==> config.mk <==
export PLATFORM = sky130hd
export DESIGN_NAME = ser_4b5b
export DESIGN_NICKNAME = d
export VERILOG_FILES = /design/src/rtl/deser_pkg.sv /design/src/rtl/ser_fifo.sv /design/src/rtl/ser_4b5b.sv
export SDC_FILE = /design/constraint.sdc
export NUM_CORES = 1
export LEC_CHECK = 0
export CORE_ASPECT_RATIO = 1.25
export CORE_MARGIN = 10
export CORE_UTILIZATION = 50
export CTS_CLUSTER_SIZE = 28
export DETAILED_ROUTE_END_ITERATION = 10
export GPL_ROUTABILITY_DRIVEN = 0
export PLACE_DENSITY = 0.74
export SYNTH_ARGS = -nofsm -noshare
export SYNTH_HDL_FRONTEND = slang
export SYNTH_SLANG_ARGS = --single-unit
export TNS_END_PERCENT = 10
==> constraint.sdc <==
create_clock -name clk160 -period 1.95 [get_ports clk160]
set_input_delay 0.195 -clock clk160 [delete_from_list [all_inputs] [get_ports clk160]]
set_output_delay 0.195 -clock clk160 [all_outputs]
set_load 0.02 [all_outputs]
==> src/rtl/deser_pkg.sv <==
// Shared constants and the 4b/5b encoder for the ser/deser data path.
package deser_pkg;

  localparam int unsigned SYM_W = 5;

  localparam logic [SYM_W-1:0] IDLE_SYM_C = 5'b11111;
  localparam logic [SYM_W-1:0] SYNC_SYM_C = 5'b11000;

  function automatic logic [SYM_W-1:0] enc4b5b(input logic [3:0] nib);
    logic [SYM_W-1:0] sym;
    case (nib)
      4'h0:    sym = 5'b11110;
      4'h1:    sym = 5'b01001;
      4'h2:    sym = 5'b10100;
      4'h3:    sym = 5'b10101;
      4'h4:    sym = 5'b01010;
      4'h5:    sym = 5'b01011;
      4'h6:    sym = 5'b01110;
      4'h7:    sym = 5'b01111;
      4'h8:    sym = 5'b10010;
      4'h9:    sym = 5'b10011;
      4'hA:    sym = 5'b10110;
      4'hB:    sym = 5'b10111;
      4'hC:    sym = 5'b11010;
      4'hD:    sym = 5'b11011;
      4'hE:    sym = 5'b11100;
      default: sym = 5'b11101;
    endcase
    return sym;
  endfunction

endpackage

==> src/rtl/ser_fifo.sv <==
// Small synchronous FIFO holding {ctrl, nibble} entries for the serializer.
module ser_fifo #(
  parameter int unsigned DEPTH = 4,
  parameter int unsigned WIDTH = 5
) (
  input  logic                       clk160,
  input  logic                       reset,
  input  logic                       push,
  input  logic [WIDTH-1:0]           wdata,
  input  logic                       pop,
  output logic [WIDTH-1:0]           rdata,
  output logic                       full,
  output logic                       empty,
  output logic [$clog2(DEPTH):0]     level
);

  localparam int unsigned AW = $clog2(DEPTH);

  logic [WIDTH-1:0] mem [DEPTH];
  logic [AW-1:0]    wptr;
  logic [AW-1:0]    rptr;
  logic             push_ok;
  logic             pop_ok;

  assign full    = (level == (AW+1)'(DEPTH));
  assign empty   = (level == '0);
  assign push_ok = push && !full;
  assign pop_ok  = pop && !empty;
  assign rdata   = mem[rptr];

  always_ff @(posedge clk160) begin
    if (push_ok) begin
      mem[wptr] <= wdata;
    end
  end

  // Depth is a power of two, so pointers wrap by natural overflow.
  always_ff @(posedge clk160) begin
    if (reset) begin
      wptr  <= '0;
      rptr  <= '0;
      level <= '0;
    end else begin
      if (push_ok) wptr <= wptr + AW'(1);
      if (pop_ok)  rptr <= rptr + AW'(1);
      case ({push_ok, pop_ok})
        2'b10:   level <= level + (AW+1)'(1);
        2'b01:   level <= level - (AW+1)'(1);
        default: level <= level;
      endcase
    end
  end

endmodule

==> src/rtl/ser_4b5b.sv <==
// 4b/5b serializer: buffers nibbles, encodes, shifts out MSB-first with optional NRZI.
module ser_4b5b
  import deser_pkg::*;
#(
  parameter int unsigned      FIFO_DEPTH = 4,
  parameter bit               NRZI_EN    = 1'b1,
  parameter logic [SYM_W-1:0] IDLE_SYM   = IDLE_SYM_C,
  parameter logic [SYM_W-1:0] SYNC_SYM   = SYNC_SYM_C
) (
  input  logic                          clk160,
  input  logic                          reset,
  input  logic                          ena,
  input  logic [3:0]                    din,
  input  logic                          din_ctrl,
  input  logic                          din_valid,
  output logic                          din_ready,
  output logic                          sdata,
  output logic                          sym_strobe,
  output logic [$clog2(FIFO_DEPTH):0]   fifo_level
);

  logic [SYM_W-1:0] sh;
  logic [SYM_W-1:0] sh_next;
  logic [2:0]       cnt;
  logic             line;
  logic             load_d;
  logic             boundary;
  logic             fifo_full;
  logic             fifo_empty;
  logic [SYM_W-1:0] fifo_rdata;
  logic             push;
  logic             pop;

  assign din_ready = !fifo_full && !reset;
  assign push      = din_valid && din_ready;
  assign boundary  = (cnt == 3'd4);
  assign pop       = ena && boundary && !fifo_empty;
  assign sdata     = line;

  ser_fifo #(
    .DEPTH (FIFO_DEPTH),
    .WIDTH (SYM_W)
  ) u_fifo (
    .clk160 (clk160),
    .reset  (reset),
    .push   (push),
    .wdata  ({din_ctrl, din}),
    .pop    (pop),
    .rdata  (fifo_rdata),
    .full   (fifo_full),
    .empty  (fifo_empty),
    .level  (fifo_level)
  );

  // Bit 4 of a FIFO entry is the ctrl flag; an empty FIFO at a boundary sends idle.
  always_comb begin
    sh_next = {sh[SYM_W-2:0], 1'b0};
    if (boundary) begin
      if (fifo_empty)          sh_next = IDLE_SYM;
      else if (fifo_rdata[4])  sh_next = SYNC_SYM;
      else                     sh_next = enc4b5b(fifo_rdata[3:0]);
    end
  end

  always_ff @(posedge clk160) begin
    if (reset) begin
      sh         <= IDLE_SYM;
      cnt        <= '0;
      line       <= 1'b0;
      load_d     <= 1'b0;
      sym_strobe <= 1'b0;
    end else if (ena) begin
      line       <= NRZI_EN ? (line ^ sh[SYM_W-1]) : sh[SYM_W-1];
      sh         <= sh_next;
      cnt        <= boundary ? 3'd0 : cnt + 3'd1;
      sym_strobe <= load_d;
      load_d     <= boundary;
    end else begin
      sym_strobe <= 1'b0;
    end
  end

endmodule

==> impl_metrics.ini, run 1 <==
[clock_tree]
cts_buffers = 5
clk_pin_slew_worst_paths_ns = 0.07
cts_htree_levels = 2
post_cts.repair.setup_buffers = 0
clk_latency_ns = 0.29
cts.root.buffer_cell = clkbuf_8
ctsHoldBuffers = 0
clk_path_buf_depth = 2
cts_tree = yes
cts_sinks = 40

[setup_path]
cp_slowest_cell = dfxtp_2
crit_start = cnt[1]
slowest_delay_ns = 0.33
worstPathArrival_ns = 2.16
path_cells = inv_2 -> ha_4 -> nand3_4 -> nor2_4 -> ha_4 -> inv_1 -> fa_2 -> xor2_1 -> or3_1 -> a21oi_1
start_kind = register
critPathMaxFanout = 3
path_buf_inv = 2
worstPathRequired_ns = 2.16
crit_path_end_kind = register
path_class = register to register
regToRegStartpoint = cnt[1]
cpMostUsedCell = ha_4
rrSetupSlack_ns = 0.007
cpLargestDelayFamily = adder cells

[cells_and_area]
final_nets = 183
diodes = 0
fin_util_pct = 64.4
design_area_um2 = 2080
final_cell_mix = edfxtp_1, dfxtp_1, nor2_1, clkdlybuf4s50_1, a21oi_1
layout_commonest_cell = edfxtp_1
multi_input_area_um2 = 674
register_area_um2 = 1010
finalNonFillerCells = 204
area_growth_pct = 24.0
drive_gt1_share_pct = 22.8
fill_cells = 265

[worst_hold_path]
min_path_type = register to register
hold_start = load_d

[pwr]
p_total_w = 0.00162
switching_share_pct = 23.0
p_comb_share_pct = 10.8
clkPwrFrac_pct = 31.8
peakVddDrop_mv = 0.570
internal_power_w = 0.00125
p_seq_share_pct = 57.4
p_switching_w = 0.000373
leakage_nw = 0.738
p_per_area_nw_per_um2 = 780

[global_routing]
grt_pass1_vias = 1117
grt_start_max_net_pins = 20
grt_first_pass_wirelength_um = 5130
grt_remaining_overflow = 0
grt.total_usage_pct = 10.5
antenna_found_initial = 0

[floorplan]
ios = 15
coreArea_um2 = 3220
start_util_pct = 52.0
num_rows = 23
die_width_um = 71.8
die_height_um = 84.7
dieArea_um2 = 6080

[timing]
fmax_ghz = 0.515
tns_ns = 0
max_slew_margin_pct = 77.9
min_period_over_period_pct = 99.7
finalHoldViolations = 0
worst_slew_pin_slew_ns = 0.331
rsz0062_at_grt = yes
skew_ns = 0.00557
finalSetupViolCount = 0
period_minus_slack_ns = 1.94
drv_slew = 0

[detailed_routing]
first_pass_iters = 4
drt-initial-drc-count = 51
wl_per_cell_um = 14.8
vias = 1107
vias_per_cell = 5.43
wl_um = 3020
postRouteAntennaNets = 0
drc = 0

[flow_run]
max_cap_violations = 0

[place]
hpwl_um = 2290
placed_cells = 196
placed_area_um2 = 1980
port_buffers = 14

[synth]
ys_seq_area_share_pct = 59.7
postSynthAreaPerCell_um2 = 12.1
ys_types = 31
ys_ff_latch = 40
ys_warn_count = 0
synth_cells = 139
synth_area_um2 = 1680
synth_fp_nets = 156

[run_status]
outcome = complete, no violations
worst paths after layout:
path                                         to  cells past startpoint
worst max register to register  u_fifo.level[2]                     10
worst min-delay path                 sym_strobe                      2
worst max-delay path            u_fifo.level[2]                     10
worst min register to register       sym_strobe                      2
cell usage after synthesis, drive strengths merged:
| cell | count | area (um^2) |
|---|---|---|
| a31oi | 1 | 6.26 |
| a21oi | 12 | 60.1 |
| fa | 1 | 20.0 |
| edfxtp | 20 | 601 |
| clkinv | 3 | 11.3 |
| and3 | 4 | 25.0 |
| nor2b | 1 | 6.26 |
| o32ai | 2 | 17.5 |
| nor2 | 16 | 60.1 |
| o21ai | 9 | 45.0 |
| nand3 | 2 | 10.0 |
| dfxtp | 20 | 400 |
| mux2i | 1 | 10.0 |
| buf | 3 | 20.0 |
| xor2 | 4 | 35.0 |
| and2 | 3 | 18.8 |
| inv | 8 | 30.0 |
| clkbuf | 1 | 3.75 |
| xnor2 | 2 | 17.5 |
| o311ai | 1 | 8.76 |
| mux4 | 5 | 113 |
| nand2 | 7 | 26.3 |
| or3 | 1 | 6.26 |
| a211o | 1 | 8.76 |
| o31ai | 1 | 7.51 |
| nor3 | 3 | 20.0 |
| ha | 7 | 87.6 |
through the flow:
step	setup slack [ns]	hold slack, ns
4_1_cts	0.00240	0.451
3_5_place_dp	-0.213	0.440
6_report	0.00669	0.448
3_3_place_gp	-0.154	0.441
5_1_grt	-0.119	0.462
2_1_floorplan	0.00560	0.294
per-layer routing:
layer | track usage [%] | wire (um)
met1 | 11.2 | 1200
met2 | 17.9 | 1620
met4 | 4.23 | 48
met3 | 4.24 | 147
met5 | 0 | 0
power groups by stage:
stage,Sequential [W],Combinational [W],Clock (W)
2_1_floorplan,0.000951,0.0000908,0
3_3_place_gp,0.000945,0.000162,0
3_5_place_dp,0.000948,0.000170,0
4_1_cts,0.000930,0.000177,0.000528
5_1_grt,0.000933,0.000194,0.000566
6_report,0.000929,0.000175,0.000515
flip-flops by register name (all words and copies together), names as in the netlist, named ones only:
signal,flops
cnt,3
sym_strobe,1
u_fifo.mem,20
sh,5
u_fifo.wptr,2
sdata,1
u_fifo.level,3
u_fifo.rptr,2
load_d,1
tightest hold or removal path, cell delays in order (launching register included):
cell and delay [ns]:
dfxtp_1 0.31, nand2_1 0.06, nor2_1 0.03
logic make-up after synthesis:
kind of cell / share of synthesized area [%]
and+or+nand+nor: 10.3
muxes: 7.32
DFF: 59.7
adders and majority gates: 6.42
AOI/OAI and AO/OA: 9.19
buffers and inverters: 3.88
xor gates and xnor gates: 3.14
cell type report:
cell class	instances	area share, %
multi-input cells	84	32.5
inverters	11	2.23
well taps	37	2.23
clock inverters	1	0.241
flip-flops and latches	40	48.8
repair buffers	24	10.4
clock buffers	7	3.67
what timing repair did:
action	4_1_cts	5_1_grt
gates resized for setup	4	1
cloned	0	0
endpoints found under the setup margin	1	1
pin swaps	2	2
Power figures use the tool's default switching activity.
==> run 2: changes to the inputs <==
--- a/config.mk
+++ b/config.mk
@@ -10,8 +10,10 @@
 export CORE_UTILIZATION = 50
 export CTS_CLUSTER_SIZE = 28
 export DETAILED_ROUTE_END_ITERATION = 10
-export GPL_ROUTABILITY_DRIVEN = 0
+export GPL_ROUTABILITY_DRIVEN = 1
+export HOLD_SLACK_MARGIN = 0.02
 export PLACE_DENSITY = 0.74
+export SKIP_CTS_REPAIR_TIMING = 1
 export SYNTH_ARGS = -nofsm -noshare
 export SYNTH_HDL_FRONTEND = slang
 export SYNTH_SLANG_ARGS = --single-unit
==> impl_metrics.ini, run 2 (same netlist as run 1, synthesis figures left out) <==
[run_status]
outcome = complete, no violations

[cells_and_area]
final_nets = 183
diodes = 0
top_register = u_fifo.mem
finalNonFillerCells = 204
final_cell_mix = edfxtp_1, nor2_1, dfxtp_1, clkdlybuf4s50_1, a21oi_1
layout_commonest_cell = edfxtp_1
drive_gt1_share_pct = 23.4
reg_top3 = u_fifo.mem x20, sh x5
area_growth_pct = 24.0
design_area_um2 = 2080
largest_register_ffs = 20

[global_routing]
grt_remaining_overflow = 0
grt_pass1_vias = 1118
grt_first_pass_wirelength_um = 5100
grt_start_max_net_pins = 20
grt.total_usage_pct = 10.4
antenna_found_initial = 0

[detailed_routing]
wl_um = 3020
vias = 1103
postRouteAntennaNets = 0
drc = 0
first_pass_iters = 4
vias_per_cell = 5.41
drt-initial-drc-count = 52
wl_per_cell_um = 14.8

[pwr]
peakVddDrop_mv = 0.569
leakage_nw = 0.739
p_per_area_nw_per_um2 = 779

[floorplan]
die_height_um = 84.7
coreArea_um2 = 3220
die_width_um = 71.8
ios = 15
dieArea_um2 = 6080
start_util_pct = 52.0
num_rows = 23

[clock_tree]
clk_path_buf_depth = 2
cts_tree = yes
clk_pin_slew_worst_paths_ns = 0.07
cts_sinks = 40
cts_buffers = 5
clk_latency_ns = 0.29
cts.root.buffer_cell = clkbuf_8
cts_htree_levels = 2

[setup_path]
r2r_end = u_fifo.level[2]
r2r_cells = 10
path_cells = inv_2 -> ha_4 -> nand3_4 -> nor2_4 -> ha_4 -> inv_1 -> fa_2 -> xor2_1 -> or3_1 -> a21oi_1
slowest_delay_ns = 0.33
rrSetupSlack_ns = 0.03
cpMostUsedCell = ha_4
cp_slowest_cell = dfxtp_2
start_kind = register
path_class = register to register
worstPathRequired_ns = 2.16
worstPathArrival_ns = 2.13
path_buf_inv = 2
cpLargestDelayFamily = adder cells
critPathMaxFanout = 3
regToRegStartpoint = cnt[1]
crit_path_end_kind = register

[worst_hold_path]
min_path_type = register to register
holdPathStages = 2
min_to = sym_strobe
hold_start = load_d

[timing]
period_minus_slack_ns = 1.92
min_period_over_period_pct = 98.5
worst_slew_pin_slew_ns = 0.331
finalSetupViolCount = 0
skew_ns = 0.00590
fmax_ghz = 0.521
rsz0062_at_grt = yes
max_slew_margin_pct = 77.9
drv_slew = 0
finalHoldViolations = 0

[place]
hpwl_um = 2290
gp_congestion = 0.762
placed_cells = 196
placed_area_um2 = 1980
port_buffers = 14

[flow_run]
max_cap_violations = 0
==> run 2: cell counts in the layout (fill, tap and decap cells not counted) <==
No cell type changed its count.
==> run 2: final cells by class <==
class	count	area, um^2
Timing Repair Buffer	24	215
Clock inverter	1	5.00
Fill cell	267	1140
Tap cell	37	46.3
Multi-Input combinational cell	84	674
Sequential cell	40	1010
Clock buffer	7	76.3
Inverter	11	46.3
==> run 2: tightest hold or removal path, cell delays in order (launching register included) <==
cell and delay (ns):
dfxtp_1 0.31, nand2_1 0.06, nor2_1 0.03
==> run 2: power breakdown <==
group          internal [W]  switching (W)
combinational     0.0000844      0.0000908
clock              0.000251       0.000264
sequential         0.000911      0.0000182
==> run 2: worst max path at each step <==
| stage | start | end | slack (ns) | depth (start not counted) |
|---|---|---|---|---|
| after global routing | cnt[1] | u_fifo.level[2] | -0.1 | 10 |
| after floorplan | cnt[0] | u_fifo.level[2] | 0.006 | 10 |
| after CTS | cnt[1] | u_fifo.level[2] | -0.1 | 10 |
| after detailed placement | reset | u_fifo.level[2] | -0.21 | 10 |
| final | cnt[1] | u_fifo.level[2] | 0.03 | 10 |
| after global placement | reset | u_fifo.level[2] | -0.15 | 10 |
==> run 2: per-layer routing <==
| metal | share of wire (%) | vias up | GRT usage [%] |
|---|---|---|---|
| li1 | - | 548 | - |
| met1 | 41 | 533 | 10.9 |
| met2 | 54 | 16 | 17.9 |
| met3 | 4.2 | 6 | 4.24 |
| met4 | 1.6 | 0 | 4.23 |
| met5 | 0 | - | 0 |
==> run 2: metrics by stage <==
step / worst slack [ns] / util (%) / hold slack [ns] / setup TNS [ns] / total power, W
detailed placement: -0.213 / 61.3 / 0.440 / -0.284 / 0.00112
finish: 0.0300 / 64.5 / 0.448 / 0 / 0.00162
global placement: -0.154 / 61.3 / 0.441 / -0.176 / 0.00111
global route: -0.0965 / 64.5 / 0.462 / -0.0965 / 0.00169
CTS: -0.0989 / 63.9 / 0.451 / -0.0989 / 0.00163
floorplan: 0.00560 / - / 0.294 / 0 / 0.00104
